--- src/rtl/bp_be_stride_prefetch_issuer.sv ---
// rtl/bp_be_stride_prefetch_issuer.sv - turns confirmed load/store strides into a bounded stream of block-aligned D$ prefetches
// Each CALC cycle advances one stride; ISSUE holds the request until the D$ takes it.
module bp_be_stride_prefetch_issuer #(
    parameter int vaddr_width_p        = 39,
    parameter int dcache_block_width_p = 512,
    parameter int stride_width_p       = 8,
    parameter int degree_p             = 4,
    parameter int filter_els_p         = 4
) (
    input  logic                      clk_i,
    input  logic                      reset_i,
    input  logic                      start_discovery_i,
    input  logic                      confirm_v_i,
    input  logic [vaddr_width_p-1:0]  pc_i,
    input  logic [vaddr_width_p-1:0]  base_addr_i,
    input  logic [stride_width_p-1:0] stride_i,
    input  logic                      flush_i,
    output logic                      pf_v_o,
    output logic [vaddr_width_p-1:0]  pf_addr_o,
    input  logic                      pf_ready_i,
    output logic                      busy_o
);

    localparam int block_bytes_lp = dcache_block_width_p / 8;
    localparam int rem_w_lp       = $clog2(degree_p + 1);
    localparam int ptr_w_lp       = (filter_els_p > 1) ? $clog2(filter_els_p) : 1;
    localparam logic [vaddr_width_p-1:0] blk_mask_lp = vaddr_width_p'(block_bytes_lp - 1);

    typedef enum logic [1:0] {
        e_idle  = 2'd0,
        e_calc  = 2'd1,
        e_issue = 2'd2
    } state_e;

    state_e state_r, state_n;

    logic [vaddr_width_p-1:0]  pc_r;
    logic [vaddr_width_p-1:0]  cur_r;
    logic [stride_width_p-1:0] stride_r;
    logic [rem_w_lp-1:0]       remaining_r;
    logic [vaddr_width_p-1:0]  pf_addr_r;

    logic [filter_els_p-1:0]   filt_v_r;
    logic [vaddr_width_p-1:0]  filt_addr_r [filter_els_p];
    logic [ptr_w_lp-1:0]       wr_ptr_r;

    logic [vaddr_width_p-1:0]  stride_sext;
    logic [vaddr_width_p-1:0]  next_addr;
    logic [vaddr_width_p-1:0]  blk;
    logic [rem_w_lp-1:0]       rem_dec;
    logic                      filter_hit;
    logic                      handshake;
    logic                      new_stream;
    logic                      abort;

    assign stride_sext = {{(vaddr_width_p-stride_width_p){stride_r[stride_width_p-1]}}, stride_r};
    assign next_addr   = cur_r + stride_sext;
    assign blk         = next_addr & ~blk_mask_lp;
    assign rem_dec     = remaining_r - rem_w_lp'(1);

    assign handshake  = (state_r == e_issue) && pf_ready_i;
    assign new_stream = confirm_v_i && (stride_i != '0) && !flush_i;
    // A retrain of the entry we are streaming means the stride is no longer trusted.
    assign abort      = start_discovery_i && !confirm_v_i && !flush_i
                        && (state_r != e_idle) && (pc_i == pc_r);

    always_comb begin
        filter_hit = 1'b0;
        for (int i = 0; i < filter_els_p; i++) begin
            if (filt_v_r[i] && (filt_addr_r[i] == blk)) begin
                filter_hit = 1'b1;
            end
        end
    end

    always_ff @(posedge clk_i) begin
        if (reset_i) begin
            state_r <= e_idle;
        end else begin
            state_r <= state_n;
        end
    end

    always_comb begin
        state_n = state_r;
        if (flush_i) begin
            state_n = e_idle;
        end else if (new_stream) begin
            state_n = e_calc;
        end else if (abort) begin
            state_n = e_idle;
        end else begin
            case (state_r)
                e_idle: state_n = e_idle;
                e_calc: begin
                    if (!filter_hit) begin
                        state_n = e_issue;
                    end else if (rem_dec != '0) begin
                        state_n = e_calc;
                    end else begin
                        state_n = e_idle;
                    end
                end
                e_issue: begin
                    if (handshake) begin
                        state_n = (remaining_r != '0) ? e_calc : e_idle;
                    end
                end
                default: state_n = e_idle;
            endcase
        end
    end

    // Leaving ISSUE for any reason withdraws the request, so valid is purely a state decode.
    always_comb begin
        pf_v_o    = (state_r == e_issue);
        busy_o    = (state_r != e_idle);
        pf_addr_o = pf_addr_r;
    end

    always_ff @(posedge clk_i) begin
        if (reset_i) begin
            pc_r        <= '0;
            cur_r       <= '0;
            stride_r    <= '0;
            remaining_r <= '0;
            pf_addr_r   <= '0;
            filt_v_r    <= '0;
            wr_ptr_r    <= '0;
            for (int i = 0; i < filter_els_p; i++) begin
                filt_addr_r[i] <= '0;
            end
        end else begin
            if (flush_i) begin
                filt_v_r <= '0;
                wr_ptr_r <= '0;
            end else if (handshake) begin
                filt_v_r[wr_ptr_r]    <= 1'b1;
                filt_addr_r[wr_ptr_r] <= pf_addr_r;
                wr_ptr_r <= (wr_ptr_r == ptr_w_lp'(filter_els_p - 1)) ? '0 : wr_ptr_r + ptr_w_lp'(1);
            end

            if (new_stream) begin
                pc_r        <= pc_i;
                cur_r       <= base_addr_i;
                stride_r    <= stride_i;
                remaining_r <= rem_w_lp'(degree_p);
            end else if (!flush_i && !abort && (state_r == e_calc)) begin
                cur_r       <= next_addr;
                remaining_r <= rem_dec;
                if (!filter_hit) begin
                    pf_addr_r <= blk;
                end
            end
        end
    end

endmodule
--- config.mk ---
export PLATFORM = sky130hd
export DESIGN_NAME = bp_be_stride_prefetch_issuer
export DESIGN_NICKNAME = d
export VERILOG_FILES = /design/src/rtl/bp_be_stride_prefetch_issuer.sv
export SDC_FILE = /design/constraint.sdc
export NUM_CORES = 1
export LEC_CHECK = 0
export ABC_AREA = 1
export BUFFER_PORTS_ARGS = -buffer_cell sky130_fd_sc_hd__buf_4
export CAP_MARGIN = 15
export CORE_UTILIZATION = 55
export CTS_CLUSTER_DIAMETER = 50
export DETAILED_ROUTE_END_ITERATION = 8
export PLACE_DENSITY = 0.83
export SYNTH_ARGS = -nofsm -noshare
export SYNTH_HDL_FRONTEND = slang
export SYNTH_SLANG_ARGS = --single-unit
--- constraint.sdc ---
create_clock -name clk_i -period 9.8 [get_ports clk_i]
set_input_delay 1.96 -clock clk_i [delete_from_list [all_inputs] [get_ports clk_i]]
set_output_delay 1.96 -clock clk_i [all_outputs]
set_load 0.005 [all_outputs]
==> impl_metrics.py, run 1 <==
metrics = {
    "synthesis": {
        "ys_seq_area_share_pct": 40.6,
        "synth_area_per_cell_um2": 7.09,
        "ys_types": 50,
        "ys_warn_count": 0,
        "synth_cells": 2279,
        "ys.flop_type": "edfxtp_1",
        "synthArstFlopShare_pct": 0,
        "synth-edff-count": 132,
        "yosys_register_bits": 262,
        "synth_area_um2": 16200,
    },
    "global_routing": {
        "grt.overflow.total": 0,
        "grt_usage_pct": 32.8,
        "grt_pass1_wl_mm": 78.2,
        "grt_pass1_vias": 15300,
        "antenna_found_initial": 0,
        "grt_max_degree": 90,
    },
    "pwr": {
        "vdd.ir_drop.worst_mv": 0.128,
        "p_leak_nw": 8.39,
        "power_density_nw_per_um2": 161,
    },
    "placement": {
        "finalWeightedCongestion": 0.984,
        "io_buffers": 126,
        "hpwl_mm": 36.1,
    },
    "clock_network": {
        "root_buffer": "clkbuf_16",
        "cts.htree.levels": 2,
        "cts.sinks": 262,
        "cts_buffer_depth": 3,
        "cts_setup_buffers": 0,
        "tritoncts": "done",
        "clkTransAtPathRegs_ps": 60,
        "postCtsHoldBufs": 0,
        "insertion_delay_ps": 540,
        "cts_buffers": 36,
        "cts-resized-gates": 0,
    },
    "job": {
        "drv_cap": 0,
    },
    "sta": {
        "rsz0062_at_grt": "no",
        "hold_viol": 0,
        "finClkSkew_ps": 38.6,
        "fmax_mhz": 198,
        "fin_crit_sh_pct": 51.6,
        "fin_setup_tns_ps": 0,
        "maxSlewViolCount": 0,
        "tightest_slew_ps": 1130,
        "period_minus_slack_ps": 5060,
        "setup_violations": 0,
        "max-slew-margin-rel_pct": 25.0,
    },
    "cells_and_area": {
        "layout.nets": 2539,
        "nFillCells": 2446,
        "layout-drive-gt1-share_pct": 12.7,
        "n_antenna_cell": 0,
        "area_growth_pct": 15.4,
        "fin_util_pct": 64.8,
    },
    "route": {
        "drtIter0Drc": 1602,
        "detail-route-antenna-nets": 0,
        "totalWireLength_mm": 49.7,
        "wl_per_cell_um": 17.7,
        "viasPerCell": 5.62,
        "first_pass_iters": 6,
        "num_vias": 15800,
        "drcViolationCount": 0,
    },
    "setup_path": {
        "critPathBufInv": 5,
        "cp.arrival_ps": 5490,
        "crit_family": "simple AND/OR/NAND/NOR gates",
        "crit_fanout": 33,
        "worstSetupPathType": "flip-flop to flip-flop",
        "crit_top_cell": "nand2_1",
        "critPathCaptureType": "flip-flop",
        "max_stage_delay_ps": 610,
        "start_kind": "flip-flop",
        "cpMaxStageDelayCell": "nand2_2",
        "cp.required_ps": 10230,
    },
    "hold_path": {
        "hold_class": "flip-flop to flip-flop",
    },
    "floorplanning": {
        "design.die.area_um2": 30100,
        "initial_core_util_pct": 56.2,
        "die_x_um": 173,
        "die_h_um": 173,
        "rows": 62,
        "coreArea_um2": 28800,
        "boundaryPins": 133,
    },
    "run_status": {
        "status": "completed",
    },
}
[state kept, by name, indices dropped and copies added, names as in the netlist]
name,flops
filt_addr_r,132
wr_ptr_r,2
cur_r,39
filt_v_r,4
pc_r,39
pf_addr_o,33
stride_r,8
remaining_r,3
state_r,2
[stage by stage]
stage               hold slack (ps)  instance area (µm²)  power [W]  setup WS [ps]  std cells
floorplan                       428                16200    0.00153           3790       2284
global placement                456                17400    0.00166           4690       2744
detailed placement              467                17400    0.00167           4610       2744
CTS                             475                18700    0.00299           4860       2808
global route                    500                18700    0.00310           4420       2808
finish                          475                18700    0.00301           4740       2808
[placed cells by master (no fill, tap or decap), types with 7 or more instances in the layout]
master / count
a21oi_2: 13
dfxtp_1: 130
nand2_1: 646
xor2_1: 20
clkbuf_16: 38
nor2_2: 10
inv_1: 279
edfxtp_1: 132
xnor2_1: 33
nand3_2: 31
a221oi_1: 11
nor3_1: 14
inv_2: 15
nor2_1: 374
a21oi_1: 65
nand3b_1: 41
nor4_1: 7
ha_1: 48
nand3_1: 151
buf_4: 140
a31oi_1: 25
nand2_2: 34
o21ai_0: 77
nand4_1: 19
[report_power, final]
group	switching [W]	total [W]	internal [W]
combinational	0.000294	0.000447	0.000153
clock	0.000522	0.00134	0.000819
sequential	0.0000262	0.00122	0.00119
total	0.000842	0.00301	0.00216
[worst register-to-register path: cells and delay by family (launching register included)]
| family | cells | cell delay (ps) |
|---|---|---|
| AND/OR/NAND/NOR | 19 | 2720 |
| flip-flops | 1 | 300 |
| AO/OA/AOI/OAI | 1 | 380 |
| adder cells (fa/ha/maj) | 1 | 400 |
| buffers and inverters | 5 | 1150 |
[layout make-up]
| type | instances | area, µm² | share of cell area [%] |
|---|---|---|---|
| Clock buffer | 45 | 1010 | 5.40 |
| Clock inverter | 19 | 216 | 1.16 |
| Inverter | 296 | 1110 | 5.95 |
| Multi-Input combinational cell | 1662 | 8230 | 44.1 |
| Sequential cell | 262 | 6570 | 35.2 |
| Tap cell | 384 | 480 | 2.57 |
| Timing Repair Buffer | 140 | 1050 | 5.63 |
[routing by layer]
layer	vias to the layer above	routed length (µm)	track usage (%)
met5	-	0	0
li1	7535	-	-
met1	7353	20700	44.3
met2	775	22400	52.6
met4	0	1720	12.9
met3	119	4880	5.46
[kinds of logic after synthesis]
group	Yosys count	share of synthesized area (%)
adders and majority gates	49	3.84
DFF	262	40.6
other	1	0.0232
and+or+nand+nor	1340	36.0
buffers and inverters	360	8.71
xor gates and xnor gates	57	3.40
AOI/OAI and AO/OA	210	7.48
[cell usage after synthesis (6+ instances only)]
cell type  instances  area (µm²)
a21oi_1           65         325
a21oi_2           13         114
a221oi_1          11        96.3
a31oi_1           25         156
buf_1              8        30.0
buf_2              6        30.0
buf_4              7        52.6
clkbuf_1          40         150
dfxtp_1          130        2600
edfxtp_1         132        3960
ha_1              48         601
inv_1            280        1050
inv_2             14        52.6
nand2_1          646        2420
nand2_2           34         213
nand3_1          151         756
nand3_2           31         310
nand3b_1          41         308
nand4_1           19         119
nor2_1           375        1410
nor2_2            10        62.6
nor3_1            14        70.1
nor4_1             7        43.8
o21ai_0           77         385
xnor2_1           33         289
xor2_1            20         175
[worst paths after layout]
kind | startpoint | end | slack [ps] | cells past startpoint
worst max-delay path | stride_r[7] | pf_addr_o[19] | 4740 | 26
worst min-delay path | pc_r[13] | pc_r[13] | 470 | 2
worst min register to register | pc_r[13] | pc_r[13] | 470 | 2
worst max register to register | stride_r[7] | pf_addr_o[19] | 4740 | 26
(Power assumes the default switching activity.)
==> inputs of run 2 (changes only) <==
PLACE_DENSITY = 0.86   (was 0.83)
clock period = 4.5 ns   (was 9.8 ns; I/O delays follow)
==> run 2 against run 1 <==
- sequential share of layout area is 0.080 points lower
- final cell count is 0.36% higher
- fmax is 20% higher
- clock skew is 12 ps lower
- clock-buffer cell count is 1 higher
- flip-flop and latch count stayed put
- register-to-register slack worse by 4500 ps
- die area stayed put
- core utilization is 0.15 points higher
- clock power is 100% higher
- non-clock buffer count is 12 higher
==> impl_metrics.py, run 2 (same netlist as run 1, synthesis figures left out) <==
metrics = {
    "pwr": {
        "sw_frac_of_total_pct": 28.5,
        "power_density_nw_per_um2": 339,
        "p_sw_w": 0.00181,
        "power_w": 0.00634,
        "p_leak_nw": 8.41,
        "vdd.ir_drop.worst_mv": 0.320,
        "p_clk_share_pct": 42.6,
        "internal-power_w": 0.00453,
        "combPwrFrac_pct": 15.5,
        "seq_power_share_pct": 41.9,
    },
    "cells_and_area": {
        "area_growth_pct": 15.7,
        "ff_latch_area_um2": 6570,
        "nFillCells": 2419,
        "n_antenna_cell": 0,
        "multi_input_area_um2": 8240,
        "layout-drive-gt1-share_pct": 13.0,
        "max_flop_register": "filt_addr_r",
        "largest_reg_flops": 132,
        "mostFrequentLayoutCells": "nand2_1, nor2_1, inv_1, nand3_1, buf_4",
        "layout.nets": 2549,
        "reg_top3": "filt_addr_r (132), cur_r (39), pc_r (39)",
        "layout_commonest_cell": "nand2_1",
    },
    "sta": {
        "setup_ws_ps": 279,
        "rsz0062_at_grt": "no",
        "setup_violations": 0,
        "hold_viol": 0,
        "fin_crit_sh_pct": 93.8,
        "tightest_slew_ps": 1050,
        "finClkSkew_ps": 26.7,
        "fin_setup_tns_ps": 0,
        "fmax_mhz": 237,
        "period_minus_slack_ps": 4220,
        "max-slew-margin-rel_pct": 29.9,
        "holdWs_ps": 472,
        "maxSlewViolCount": 0,
    },
    "run_status": {
        "status": "completed",
    },
    "route": {
        "num_vias": 15800,
        "totalWireLength_mm": 50.3,
        "viasPerCell": 5.60,
        "detail-route-antenna-nets": 0,
        "drcViolationCount": 0,
        "first_pass_iters": 9,
        "wl_per_cell_um": 17.8,
        "drtIter0Drc": 1860,
    },
    "clock_network": {
        "cts_buffers": 34,
        "cts.htree.levels": 2,
        "insertion_delay_ps": 530,
        "cts-resized-gates": 0,
        "root_buffer": "clkbuf_16",
        "tritoncts": "done",
        "clkTransAtPathRegs_ps": 60,
        "cts_buffer_depth": 3,
        "postCtsHoldBufs": 0,
        "cts.sinks": 262,
        "cts_setup_buffers": 0,
    },
    "job": {
        "drv_cap": 0,
    },
    "placement": {
        "io_buffers": 126,
        "dpl_worst_slack_ps": 477,
        "finalWeightedCongestion": 1.02,
        "hpwl_mm": 36.7,
    },
    "floorplanning": {
        "design.die.area_um2": 30100,
        "die_h_um": 173,
        "die_x_um": 173,
        "boundaryPins": 133,
        "coreArea_um2": 28800,
        "initial_core_util_pct": 56.2,
        "rows": 62,
    },
    "setup_path": {
        "crit_fanout": 33,
        "critPathCaptureType": "flip-flop",
        "cp.arrival_ps": 4670,
        "worstSetupPathType": "flip-flop to flip-flop",
        "start_kind": "flip-flop",
        "cp.required_ps": 4950,
    },
    "hold_path": {
        "hold_class": "flip-flop to flip-flop",
    },
    "global_routing": {
        "grt_max_degree": 90,
        "grt_pass1_vias": 15300,
        "grt_usage_pct": 33.1,
        "grt.overflow.total": 0,
        "grt_pass1_wl_mm": 78.4,
        "antenna_found_initial": 0,
    },
}
[run 2: cell count changes in the layout (fill, tap and decap cells not counted), moves of 2 or more]
cell        change
clkbuf_16       -4
buf_12          +3
buf_4           +9
clkinv_8        +2
inv_16          -2
clkinvlp_4      +3
clkbuf_1        +5
clkinv_2        -2
clkinv_1        -3
[run 2: layout make-up]
| class | instances | share of cell area [%] |
|---|---|---|
| sequential | 262 | 35.1 |
| multi-input combinational | 1662 | 44.1 |
| timing repair buffer | 152 | 6.30 |
| clock buffer | 46 | 4.95 |
| tap | 384 | 2.57 |
| inverter | 296 | 5.94 |
| clock inverter | 16 | 1.08 |
[run 2: per-stage QoR]
| step | area, µm² | util [%] | cells |
|---|---|---|---|
| final | 18700 | 65.0 | 2818 |
| after global routing | 18700 | 65.0 | 2818 |
| after CTS | 18700 | 65.0 | 2818 |
| after detailed placement | 17600 | 61.1 | 2756 |
| after global placement | 17600 | 61.1 | 2756 |
| after floorplan | 16200 | - | 2284 |
[run 2: final timing paths]
kind / startpoint / to / slack [ps] / cells past startpoint
setup / recovery: stride_r[7] / pf_addr_o[19] / 280 / 23
hold reg to reg: pc_r[7] / pc_r[7] / 470 / 2
setup reg to reg: stride_r[7] / pf_addr_o[19] / 280 / 23
hold / removal: pc_r[7] / pc_r[7] / 470 / 2
[run 2: worst max-delay path, stage by stage, from the launching register on]
cell	delay, ps
dfxtp_1	320
buf_12	180
ha_1	530
nand2_1	200
nor2_1	220
nand2_1	130
nor2_1	210
nand2_1	230
nand2_1	150
nand2_1	150
nand3_1	120
nand2_1	60
nor2_1	150
nand2_1	80
nor2_1	220
nand3_1	110
nor2_1	90
nor2_1	50
nand2_2	110
inv_2	160
nand2_2	110
buf_4	270
o21ai_0	150
nor2_1	130
[run 2: per-layer routing]
layer / routed length [µm] / GRT usage [%] / vias up
met4: 2050 / 14.3 / 0
met5: 0 / 0 / -
met2: 22600 / 53.2 / 794
li1: - / - / 7546
met1: 20500 / 43.5 / 7290
met3: 5180 / 6.64 / 163
[run 2: power groups by stage]
stage               Sequential, W  Clock (W)  Combinational (W)
floorplan                 0.00269          0           0.000634
global placement          0.00270          0           0.000921
detailed placement        0.00270          0           0.000944
CTS                       0.00265    0.00270           0.000959
global route              0.00266    0.00280            0.00107
finish                    0.00265    0.00270           0.000983
==> inputs of run 3 (changes only) <==
ABC_AREA = not set   (was 1)
==> run 3 against run 2 <==
- wire length grew 5.8%
- critical path depth shrank 4
- register-to-register slack lost 210 ps
- synthesized cell count shrank 27%
- critical path type unchanged
- critical endpoint is now pf_addr_o[28]
==> impl_metrics.py, run 3 <==
metrics = {
    "run_status": {
        "status": "completed",
    },
    "synthesis": {
        "synth_top_area_share_pct": 25.6,
        "ys.flop_type": "edfxtp_1",
        "synthMostInstantiatedCell": "nand2_1",
        "ys_seq_area_share_pct": 42.4,
        "synthArstFlopShare_pct": 0,
        "yosys_register_bits": 262,
        "synth_area_um2": 15500,
        "synth_cells": 1660,
        "yosysTopAreaCell": "edfxtp_1",
        "synth-edff-count": 132,
        "synthTopCellsByCount": "nand2_1, a21oi_1, edfxtp_1",
        "ys_types": 95,
        "synth_area_per_cell_um2": 9.33,
        "synth_top_cells_by_area": "edfxtp_1, dfxtp_1, xnor2_1",
        "ys_warn_count": 0,
    },
    "floorplanning": {
        "boundaryPins": 133,
        "design.die.area_um2": 28800,
        "rows": 61,
        "die_x_um": 170,
        "die_h_um": 170,
        "coreArea_um2": 27800,
        "initial_core_util_pct": 55.8,
    },
    "pwr": {
        "vdd.ir_drop.worst_mv": 0.309,
        "power_density_nw_per_um2": 333,
        "p_leak_nw": 7.58,
        "power_w": 0.00637,
    },
    "sta": {
        "maxSlewViolCount": 0,
        "setup_violations": 0,
        "tightest_slew_ps": 1000,
        "fin_crit_sh_pct": 98.4,
        "fmax_mhz": 226,
        "finClkSkew_ps": 37.0,
        "max-slew-margin-rel_pct": 33.3,
        "hold_viol": 0,
        "period_minus_slack_ps": 4430,
        "holdWs_ps": 465,
        "rsz0062_at_grt": "yes",
    },
    "cells_and_area": {
        "largest_reg_flops": 132,
        "layout-drive-gt1-share_pct": 22.0,
        "final_area_um2": 19200,
        "multi_input_area_um2": 8670,
        "layout_commonest_cell": "buf_4",
        "reg_top3": "filt_addr_r (132), cur_r (39), pc_r (39)",
        "max_flop_register": "filt_addr_r",
        "layout.nets": 2009,
        "area_growth_pct": 23.6,
        "ff_latch_area_um2": 6570,
        "mostFrequentLayoutCells": "buf_4, nand2_1, a21oi_1, edfxtp_1, dfxtp_1",
        "nFillCells": 2106,
    },
    "setup_path": {
        "start_kind": "flip-flop",
        "crit_family": "simple AND/OR/NAND/NOR gates",
        "cp.required_ps": 4890,
        "max_stage_delay_ps": 380,
        "crit_fanout": 18,
        "worstSetupPathType": "flip-flop to flip-flop",
        "cpMaxStageDelayCell": "ha_2",
        "reg2reg_depth": 19,
        "critPathBufInv": 5,
        "crit_top_cell": "buf_4",
        "critPathCaptureType": "flip-flop",
        "cp.arrival_ps": 4810,
        "path_depth": 19,
        "crit_chain": "buf_12 > ha_2 > buf_4 > nand4_1 > or3_1 > nor2_2 > nand2_1 > o31a_1 > buf_4 > mux2i_1 > o311ai_1 > nor3_1 > o2111ai_2 > nor4_4 > buf_4 > nor2_4 > buf_4 > nand3_1 > a21oi_1",
    },
    "placement": {
        "post_dp_cell_area_um2": 17600,
        "finalWeightedCongestion": 1.02,
        "io_buffers": 126,
        "hpwl_mm": 38.5,
    },
    "global_routing": {
        "grt_max_degree": 91,
        "grt_pass1_wl_mm": 78.5,
        "grt_usage_pct": 35.8,
        "grt.overflow.total": 0,
        "grt_pass1_vias": 13600,
        "antenna_found_initial": 1,
    },
    "route": {
        "viasPerCell": 6.39,
        "totalWireLength_mm": 53.2,
        "num_vias": 14500,
        "detail-route-antenna-nets": 0,
        "first_pass_iters": 6,
        "drcViolationCount": 0,
        "wl_per_cell_um": 23.4,
        "drtIter0Drc": 2064,
    },
    "clock_network": {
        "tritoncts": "done",
        "clkTransAtPathRegs_ps": 50,
        "cts_buffers": 35,
        "cts.htree.levels": 2,
        "cts.sinks": 262,
        "cts_buffer_depth": 3,
        "insertion_delay_ps": 530,
        "root_buffer": "clkbuf_16",
    },
    "job": {
        "drv_cap": 0,
    },
    "hold_path": {
        "hold_class": "flip-flop to flip-flop",
        "hold_depth": 2,
    },
}
-- run 3: cell types whose count changed in the layout (fill, tap and decap cells not counted), sizes merged, moves of 36 or more --
cell / delta
nand2: -508
nor2: -290
inv: -269
nand3: -129
buf: +118
and2: +97
a21oi: +84
xnor2: +69
xor2: +68
and3: +40
nand3b: -36
-- run 3: final cells by class --
type | count | share of cell area, %
Inverter | 25 | 0.490
Sequential cell | 262 | 34.3
Antenna cell | 1 | 0.0131
Multi-Input combinational cell | 1272 | 45.3
Timing Repair Buffer | 272 | 11.4
Tap cell | 378 | 2.47
Clock buffer | 48 | 5.04
Clock inverter | 13 | 0.999
-- run 3: per-stage QoR --
stage / setup WS (ps) / instances / setup TNS [ps] / util [%]
2_1_floorplan: 133 / 1665 / 0 / -
6_report: 73.3 / 2271 / 0 / 68.9
5_1_grt: -71.0 / 2270 / -245 / 68.9
4_1_cts: -1.30 / 2261 / -1.30 / 67.7
3_5_place_dp: -107 / 2200 / -790 / 63.4
3_3_place_gp: 37.9 / 2200 / 0 / 63.4
-- run 3: kinds of logic after synthesis --
group / count (synthesis) / synth area share [%]
AND/OR/NAND/NOR: 615 / 20.4
AO/OA/AOI/OAI: 399 / 17.1
flip-flops: 262 / 42.4
XOR/XNOR: 199 / 12.1
buffers and inverters: 131 / 3.75
adder cells (fa/ha/maj): 49 / 4.01
multiplexers: 4 / 0.275
other: 1 / 0.0242
-- run 3: worst reg2reg max path, delay by kind of cell (launching register included) --
| kind | cells | cell delay (ps) |
|---|---|---|
| AO/OA/AOI/OAI | 4 | 790 |
| adder cells (fa/ha/maj) | 1 | 390 |
| buffers and inverters | 5 | 980 |
| flip-flops | 1 | 360 |
| multiplexers | 1 | 190 |
| AND/OR/NAND/NOR | 8 | 1610 |
-- run 3: path summary, 6_finish.rpt --
kind,endpoint,slack [ps],from
max,pf_addr_o[28],70,stride_r[7]
min,pc_r[7],470,pc_r[7]
max reg2reg,pf_addr_o[28],70,stride_r[7]
min reg2reg,pc_r[7],470,pc_r[7]
-- run 3: timing repair --
item,in CTS,in global routing
endpoints found under the setup margin,30,35
pin swaps,0,7
hold buffers,0,0
setup buffers,0,7
gates resized for setup,6,48
cloned,0,2
-- run 3: power breakdown --
part	internal [W]	switching, W	leakage, nW	total [W]
combinational	0.000385	0.000541	4.60	0.000926
clock	0.00174	0.00107	0.561	0.00280
sequential	0.00258	0.0000588	2.42	0.00264
-- run 3: routing by layer --
| metal | wire length (µm) | global-route usage [%] | vias to the layer above |
|---|---|---|---|
| met4 | 2090 | 12.4 | 2 |
| met5 | 13 | 0 | - |
| met2 | 23800 | 56.6 | 860 |
| li1 | - | - | 6445 |
| met1 | 21200 | 48.4 | 7020 |
| met3 | 6050 | 8.02 | 178 |
